==> src/rtl/datapath_pkg.sv <==
// ---------------------------------------------------------------------------
// datapath_pkg
// Shared datapath types for the matrix load/store path.
//   MATRIX_DIM    : rows per matrix and elements per row
//   MATRIX_ELEM_W : element width in bits
//   matrix_row_t  : one full matrix row (MATRIX_DIM * MATRIX_ELEM_W bits)
//   mls_state_t   : state encoding of the matrix load/store responder
// ---------------------------------------------------------------------------
package datapath_pkg;

   localparam int MATRIX_DIM    = 4;
   localparam int MATRIX_ELEM_W = 16;

   typedef logic [MATRIX_DIM*MATRIX_ELEM_W-1:0] matrix_row_t;

   typedef enum logic [2:0] {
      IDLE,
      LD_REQ,
      ST_RD,
      ST_REQ,
      DONE
   } mls_state_t;

endpackage

==> src/rtl/mls_addr_gen.sv <==
// ---------------------------------------------------------------------------
// mls_addr_gen
// Row address generator for the matrix load/store responder. Holds the
// current row address and the row counter.
//   clk, rst_n : clock, asynchronous active-low reset
//   load       : start a transfer at base, remember stride, row = 0
//   base       : byte address of row 0
//   stride     : byte stride between consecutive rows
//   step       : advance to the next row (addr += stride, row++)
//   addr       : current row address
//   row        : current row index
//   last       : current row is the final row of the matrix
// ---------------------------------------------------------------------------
module mls_addr_gen #(
   parameter  int DIM    = 4,
   parameter  int ADDR_W = 32,
   localparam int ROW_W  = $clog2(DIM)
) (
   input  logic              clk,
   input  logic              rst_n,
   input  logic              load,
   input  logic [ADDR_W-1:0] base,
   input  logic [ADDR_W-1:0] stride,
   input  logic              step,
   output logic [ADDR_W-1:0] addr,
   output logic [ROW_W-1:0]  row,
   output logic              last
);

   logic [ADDR_W-1:0] stride_q;

   // The address is accumulated rather than computed as base + row*stride,
   // which gives the same result modulo 2^ADDR_W without a multiplier.
   // Wrap-around past the top of the address space is intentionally silent.
   always_ff @(posedge clk or negedge rst_n) begin
      if (!rst_n) begin
         addr     <= '0;
         row      <= '0;
         stride_q <= '0;
      end else if (load) begin
         addr     <= base;
         row      <= '0;
         stride_q <= stride;
      end else if (step) begin
         addr     <= addr + stride_q;
         row      <= row + 1'b1;
      end
   end

   // The owner only steps while last is low, so the counter never wraps
   // within a transfer.
   always_comb begin
      last = (row == ROW_W'(DIM-1));
   end

endmodule

==> src/rtl/matrix_ls_resp.sv <==
// ---------------------------------------------------------------------------
// matrix_ls_resp
// Responder end of the matrix load/store request interface. Moves a matrix
// row by row between memory and the matrix register file and returns a
// one-cycle mhit pulse on completion.
//   CLK, nRST   : clock, asynchronous active-low reset
//   ls_in       : request, [0]=load, [1]=store (load wins if both set)
//   rd_in       : matrix register (load destination / store source)
//   stride_in   : byte stride between rows
//   addr_in     : base byte address of row 0
//   busy        : high whenever a transfer is in progress
//   mhit        : one-cycle completion pulse
//   mem_*       : memory request port (ready same cycle, read data same cycle)
//   mrf_w*      : matrix register file row write port
//   mrf_r*      : matrix register file row read port (data one cycle later)
// ---------------------------------------------------------------------------
module matrix_ls_resp
   import datapath_pkg::*;
#(
   parameter  int DIM    = MATRIX_DIM,
   parameter  int ELEM_W = MATRIX_ELEM_W,
   parameter  int ADDR_W = 32,
   parameter  int MREG_W = 4,
   localparam int ROW_W  = $clog2(DIM),
   localparam int DATA_W = DIM*ELEM_W
) (
   input  logic              CLK,
   input  logic              nRST,
   input  logic [1:0]        ls_in,
   input  logic [MREG_W-1:0] rd_in,
   input  logic [ADDR_W-1:0] stride_in,
   input  logic [ADDR_W-1:0] addr_in,
   output logic              busy,
   output logic              mhit,
   output logic              mem_req,
   output logic              mem_wen,
   output logic [ADDR_W-1:0] mem_addr,
   output logic [DATA_W-1:0] mem_wdata,
   input  logic              mem_ready,
   input  logic [DATA_W-1:0] mem_rdata,
   output logic              mrf_wen,
   output logic [MREG_W-1:0] mrf_waddr,
   output logic [ROW_W-1:0]  mrf_wrow,
   output logic [DATA_W-1:0] mrf_wdata,
   output logic              mrf_ren,
   output logic [MREG_W-1:0] mrf_raddr,
   output logic [ROW_W-1:0]  mrf_rrow,
   input  logic [DATA_W-1:0] mrf_rdata
);

   mls_state_t        state;
   logic [MREG_W-1:0] reg_q;
   logic [DATA_W-1:0] row_buf;
   logic              buf_valid;

   logic              ag_load;
   logic              ag_step;
   logic [ADDR_W-1:0] cur_addr;
   logic [ROW_W-1:0]  cur_row;
   logic              last_row;

   // The address generator is loaded on request acceptance and stepped on
   // every accepted memory beat except the final one.
   always_comb begin
      ag_load = (state == IDLE) && (ls_in != 2'b00);
      ag_step = ((state == LD_REQ) || (state == ST_REQ)) && mem_ready && !last_row;
   end

   mls_addr_gen #(
      .DIM    (DIM),
      .ADDR_W (ADDR_W)
   ) u_addr_gen (
      .clk    (CLK),
      .rst_n  (nRST),
      .load   (ag_load),
      .base   (addr_in),
      .stride (stride_in),
      .step   (ag_step),
      .addr   (cur_addr),
      .row    (cur_row),
      .last   (last_row)
   );

   // Main control FSM. The register file returns read data in the first
   // cycle of ST_REQ, so that cycle forwards mrf_rdata straight to memory
   // and also captures it into row_buf; if memory stalls, the following
   // cycles replay the captured copy so mem_wdata stays stable.
   always_ff @(posedge CLK or negedge nRST) begin
      if (!nRST) begin
         state     <= IDLE;
         reg_q     <= '0;
         row_buf   <= '0;
         buf_valid <= 1'b0;
      end else begin
         case (state)
            IDLE: begin
               if (ls_in[0]) begin
                  state <= LD_REQ;
                  reg_q <= rd_in;
               end else if (ls_in[1]) begin
                  state <= ST_RD;
                  reg_q <= rd_in;
               end
            end
            LD_REQ: begin
               if (mem_ready && last_row) begin
                  state <= DONE;
               end
            end
            ST_RD: begin
               state     <= ST_REQ;
               buf_valid <= 1'b0;
            end
            ST_REQ: begin
               if (!buf_valid) begin
                  row_buf   <= mrf_rdata;
                  buf_valid <= 1'b1;
               end
               if (mem_ready) begin
                  buf_valid <= 1'b0;
                  state     <= last_row ? DONE : ST_RD;
               end
            end
            DONE: begin
               state <= IDLE;
            end
            default: begin
               state <= IDLE;
            end
         endcase
      end
   end

   // Output decode from the registered state. Every output is zero outside
   // the state that owns it, so an idle or reset responder presents an
   // all-zero interface. The register file write is qualified by mem_ready
   // because read data is only valid in the accepting cycle.
   always_comb begin
      busy      = (state != IDLE);
      mhit      = (state == DONE);
      mem_req   = 1'b0;
      mem_wen   = 1'b0;
      mem_addr  = '0;
      mem_wdata = '0;
      mrf_wen   = 1'b0;
      mrf_waddr = '0;
      mrf_wrow  = '0;
      mrf_wdata = '0;
      mrf_ren   = 1'b0;
      mrf_raddr = '0;
      mrf_rrow  = '0;
      case (state)
         LD_REQ: begin
            mem_req  = 1'b1;
            mem_addr = cur_addr;
            if (mem_ready) begin
               mrf_wen   = 1'b1;
               mrf_waddr = reg_q;
               mrf_wrow  = cur_row;
               mrf_wdata = mem_rdata;
            end
         end
         ST_RD: begin
            mrf_ren   = 1'b1;
            mrf_raddr = reg_q;
            mrf_rrow  = cur_row;
         end
         ST_REQ: begin
            mem_req   = 1'b1;
            mem_wen   = 1'b1;
            mem_addr  = cur_addr;
            mem_wdata = buf_valid ? row_buf : mrf_rdata;
         end
         default: begin
         end
      endcase
   end

endmodule

==> config.mk <==
export PLATFORM = sky130hd
export DESIGN_NAME = matrix_ls_resp
export DESIGN_NICKNAME = d
export VERILOG_FILES = /design/src/rtl/datapath_pkg.sv /design/src/rtl/mls_addr_gen.sv /design/src/rtl/matrix_ls_resp.sv
export SDC_FILE = /design/constraint.sdc
export NUM_CORES = 1
export LEC_CHECK = 0
export BUFFER_PORTS_ARGS = -buffer_cell sky130_fd_sc_hd__buf_2
export CORE_ASPECT_RATIO = 0.8
export CORE_MARGIN = 8
export CORE_UTILIZATION = 35
export DETAILED_ROUTE_END_ITERATION = 8
export GPL_TIMING_DRIVEN = 0
export PLACE_DENSITY = 0.71
export SLEW_MARGIN = 5
export SYNTH_ARGS = -nofsm -noshare
export SYNTH_HDL_FRONTEND = slang
export SYNTH_SLANG_ARGS = --single-unit
==> constraint.sdc <==
create_clock -name CLK -period 2.6 [get_ports CLK]
set_input_delay 0.13 -clock CLK [delete_from_list [all_inputs] [get_ports CLK]]
set_output_delay 0.13 -clock CLK [all_outputs]
set_load 0.01 [all_outputs]
== Yosys cells after proc, flatten, opt, wreduce, memory -nomap -nowiden ==
Index checks and enable logic that the tools add are counted.
Word-level totals
  register bits: 138
Operators by class
  add/subtract/negate cells: 2
  equality and inequality tests: 8
  muxes and demuxes: 30
  reductions and logical operators: 14
Operators with widths (count)
  $mux 64: 4
  $mux 32: 3
  $add 32x32->32: 1
  $mux 4: 5
  $mux 3: 5
  $pmux 3 s4: 1
  $mux 2: 5
  $eq 3x2->1 const B: 2
  $mux 1: 6
  $reduce_bool 2->1: 3
  $logic_and 1x1->1: 4
  $eq 3x1->1 const B: 1
  $eq 3x3->1 const B: 1
  $logic_not 3->1: 1
  $ne 3x3->1 const B: 1
  $reduce_and 3->1: 1
  $reduce_bool 3->1: 1
  $add 2x1->2 const B: 1
  $eq 2x2->1 const B: 1
  $ne 2x1->1 const B: 1
  $ne 2x2->1 const B: 1
  $pmux 1 s2: 1
  $reduce_and 2->1: 1
  $reduce_or 2->1: 1
  other kinds (2): 2

== Longest topological paths before layout ==
  depth after elaboration: 6
  gate-level depth with buffers: 11
  depth with buffers taken out: 10

== Modules after synthesis ==
Synthesis repeated with hierarchy kept, for this count alone.
Second synthesis, totals
  cell total of the unflattened synthesis: 860
  area, all modules: 8799.7 sq um
Modules (own cells, without submodules)
  matrix_ls_resp: instances 1, cells each 432, area an instance 4438.0 sq um, sequential area each 1801.7 sq um
  mls_addr_gen: instances 1, cells each 428, area an instance 4361.7 sq um, sequential area each 1651.6 sq um

== Least setup slack after synthesis ==
OpenSTA, ideal clock, no wires.
  path kind: register -> register
  from: reg u_addr_gen.addr[0]
  to: reg u_addr_gen.addr[18]
  library setup time: 0.077 ns
  arrival: 2.523 ns
  data required time: 2.523 ns
  setup slack: 0.000 ns
  stages on the path, launching flop included: 11
  path through: dfrtp_1 ha_1 fa_1 a211oi_1 o21a_2 a2111oi_4 or2_2 a311oi_1 xnor2_1 nand2_1 a21oi_1
Between the ends
  longest elaborated chain between the ends: 3
RTL lines
  start, declared: RTL line mls_addr_gen.sv:25  | output logic [ADDR_W-1:0] addr,
  start signal, assigned: RTL line mls_addr_gen.sv:41  | addr <= base;
  start signal, assigned: RTL line mls_addr_gen.sv:45  | addr <= addr + stride_q;
  $add 32x32->32: RTL line mls_addr_gen.sv:45
  $mux 32: RTL line mls_addr_gen.sv:44  | end else if (step) begin
  $mux 32: RTL line mls_addr_gen.sv:40  | end else if (load) begin
Every way passes these cells. The select of a mux whose other input is x is not followed.
A chain may end at the register's enable or synchronous reset.

== Worst setup path in the final report ==
  from: reg u_addr_gen.stride_q[0]
  to: reg u_addr_gen.addr[18]
Between the ends
  longest elaborated chain between the ends: 3
RTL lines
  start, declared: RTL line mls_addr_gen.sv:30  | logic [ADDR_W-1:0] stride_q;
  start signal, assigned: RTL line mls_addr_gen.sv:43  | stride_q <= stride;
  $add 32x32->32: RTL line mls_addr_gen.sv:45
  $mux 32: RTL line mls_addr_gen.sv:44
  $mux 32: RTL line mls_addr_gen.sv:40
Every way passes these cells. The select of a mux whose other input is x is not followed.

==> results_dict.tcl <==
set metrics [dict create \
    worstPathArrival_ns 2.98 \
    wire_per_inst_um 19.8 \
    port_buffers 378 \
    grt_pass1_vias 9644 \
    max-vdd-ir-drop_uv 616 \
    dieHeight_um 158 \
    slew_headroom 0.462 \
    r2r_start "u_addr_gen.stride_q[0]" \
    setup_viol_count_final 2 \
    reg2reg_slack_ns -0.03 \
    drv_cap 0 \
    cp-startpoint "u_addr_gen.stride_q[0]" \
    vias 9565 \
    endpoint "u_addr_gen.addr[18]" \
    clock_path_buffers 2 \
    status "complete, but fails checks" \
    drt-met1-wl_mm 15.7 \
    hold_path.class "input port to flop" \
    finalCritPeriodShare 1.01 \
    grt_util_all_layers 0.229 \
    ys_async_sr_fraction 1.00 \
    violations "negative setup slack" \
    grt_pass1_wl_mm 55.7 \
    dieArea_um2 30500 \
    cp.required_ns 2.95 \
    grt_max_degree 90 \
    gp_congestion 0.905 \
    drtAntennaViolNets 0 \
    ys_warn_count 0 \
    routed.top_layer "met5" \
    drt_iter0_drc 721 \
    grt_antenna_before_repair 1 \
    critPathBufInv 0 \
    clkLatencyLatePin_ns 0.43 \
    numCtsBuffers 17 \
    synthCells 980 \
    io_pins 379 \
    cp_max_fo 4 \
    ys_types 64 \
    synth_seq_cells 138 \
    power_density_nw_per_um2 1220 \
    drv_slew 0 \
    cp-end-kind "flop" \
    drc 0 \
    worstPathCellList "ha_4 > fa_2 > a211oi_2 > o21a_2 > a2111oi_4 > or2_4 > a311oi_2 > xnor2_1 > nand2_1 > a21oi_1" \
    wl_mm 36.8 \
    cp.depth 10 \
    syn_area_um2 8810 \
    hp-start "ls_in[1]" \
    place_ws_ns -0.557 \
    drive_gt1_frac 0.382 \
    root_buffer "clkbuf_16" \
    cts_max_level 4 \
    leakage_nw 6.67 \
    wl_met2_mm 17.6 \
    viasPerCell 5.15 \
    skew_ns 0.0122 \
    overflow 0 \
    fin_ws_ns -0.0305 \
    row_count 52 \
    r2r-end "u_addr_gen.addr[18]" \
    nets 1755 \
    min_period_ns 2.63 \
    cp_slowest_stage_delay_ns 0.42 \
    syn_to_final_growth_pct 52.6 \
    rsz0062_at_grt "true" \
    synth_fp_nets 1214 \
    path_class "flop to flop" \
    die_w_um 193 \
    start_util 0.353 \
    cts_tree "yes" \
    critPathLaunchType "flop" \
    critPathSlowestCell "dfrtp_1" \
    hold_viol 0 \
    timing.fmax_mhz 380 \
    core_um2 25000 \
    clkTransAtPathRegs_ns 0.06 \
    syn_area_per_cell_um2 8.99 \
    dp_hpwl_mm 26.5 \
    rr_worst_depth 10 \
    wl_met3_mm 2.66 \
    ys_seq_area_frac 0.392 \
    synth-main-ff-cell "dfrtp_1" \
    worstMarginPinSlew_ns 0.807 \
    cp_top_family "compound AO/OA/AOI/OAI gates" \
    firstDrtPassIters 5 \
    clock_sinks 138 \
    finalCoreUtilization 0.538 \
    synth-edff-count 0 \
]
-- flip-flops by register name, summed over array words and instances (netlist names) --
register and count:
buf_valid 1, state 3, u_addr_gen.addr 32, u_addr_gen.stride_q 32, reg_q 4, row_buf 64
u_addr_gen.row 2
-- layer usage --
metal | global-route usage | vias up
li1 | - | 4483
met1 | 0.292 | 4585
met2 | 0.379 | 437
met3 | 0.0580 | 58
met4 | 0.0688 | 2
met5 | 0 | -
-- stage by stage --
stage	area, µm²	hold WS [ns]	setup TNS (ns)	power [mW]	std cells
global route	13400	0.0294	-1.24	17.6	1857
global placement	11100	0.318	-99.80	12.5	1682
floorplan	8810	-0.166	0	10.0	980
CTS	13200	0.000327	-0.379	15.6	1849
detailed placement	11100	0.118	-11.44	12.7	1683
finish	13400	0.0172	-0.0511	16.4	1858
-- cells by family after synthesis --
logic type,after synthesis,synth area share
AND/OR/NAND/NOR,418,0.224
buffers and inverters,66,0.0303
AO/OA/AOI/OAI,172,0.126
multiplexers,130,0.157
XOR/XNOR,23,0.0229
adder cells (fa/ha/maj),33,0.0477
flip-flops,138,0.392
-- cell usage after synthesis, drive strengths merged (3+ instances only) --
cell	instances	area (µm²)
xor2	12	105
nand2	150	563
clkbuf	45	171
or3	3	18.8
a311oi	3	26.3
nor2	106	398
or2	6	37.5
a211oi	12	95.1
a21o	9	68.8
and2	109	682
xnor2	11	96.3
o21a	3	23.8
o21ai	38	190
o31ai	3	22.5
and3	7	43.8
mux2	64	721
a22oi	9	67.6
o211ai	9	67.6
dfrtp	138	3450
mux2i	66	661
a21oi	51	259
nor3	10	50.1
nand4	5	31.3
nand2b	5	31.3
a31oi	10	62.6
inv	5	18.8
nand3	4	20.0
o22ai	4	25.0
ha	32	400
buf	16	76.3
-- worst min-delay path, cell delays in order --
cell      delay (ns)
buf_2           0.10
a21oi_1         0.11
a211oi_1        0.06
-- placed cells by master (no fill, tap or decap), types with 6 or more instances in the layout --
master         Yosys  routed
buf_4              0      16
a31oi_1           10       8
o211ai_1           9       9
ha_4               0       6
clkbuf_2           2      23
a21oi_1           50      44
and2_1           109     109
buf_2             13     389
xnor2_1           11      11
a21oi_2            1       7
xor2_1            12      12
nand2_1          150     149
ha_1              32      22
mux2i_1           66      66
clkbuf_1          43      22
dfrtp_1          138     135
a22oi_1            9       9
a21o_1             8       8
and3_1             7       6
dlygate4sd3_1      0     130
o21ai_0           37      33
mux2_2            64      64
nor3_1            10       9
clkbuf_16          0      17
a211oi_2           1       7
inv_6              0       6
nor2_1           106     102
-- what timing repair did --
| action | in CTS | in global routing |
|---|---|---|
| pin swaps | 9 | 18 |
| hold endpoints to repair | 178 | 0 |
| hold buffers | 130 | 0 |
| setup buffers | 5 | 11 |
| resized for setup | 31 | 65 |
| setup endpoints to repair | 185 | 160 |
-- power breakdown --
part | switching [mW] | total [mW] | internal (mW) | leakage, nW
Clock | 1.05 | 2.38 | 1.33 | 0.260
Combinational | 5.58 | 10.1 | 4.47 | 4.73
Sequential | 0.760 | 3.99 | 3.23 | 1.68
Total | 7.40 | 16.4 | 9.03 | 6.67
-- worst min path at each step --
stage | endpoint | slack, ns | cells after the start
finish | state[1] | 0.02 | 3
global route | state[1] | 0.03 | 3
CTS | state[1] | 0.0003 | 3
detailed placement | u_addr_gen.stride_q[22] | 0.12 | 1
global placement | reg_q[1] | 0.32 | 3
floorplan | buf_valid | -0.17 | 0
-- final cells by class --
type | instances | area [µm²]
antenna | 1 | 2.50
clock inverter | 14 | 138
clock buffer | 17 | 425
sequential | 138 | 3460
tap | 324 | 405
buffer | 58 | 265
timing repair buffer | 525 | 3350
fill | 2174 | 11500
inverter | 5 | 18.8
multi-input combinational | 776 | 5380
Note: power is estimated with default switching activity, not from simulation.
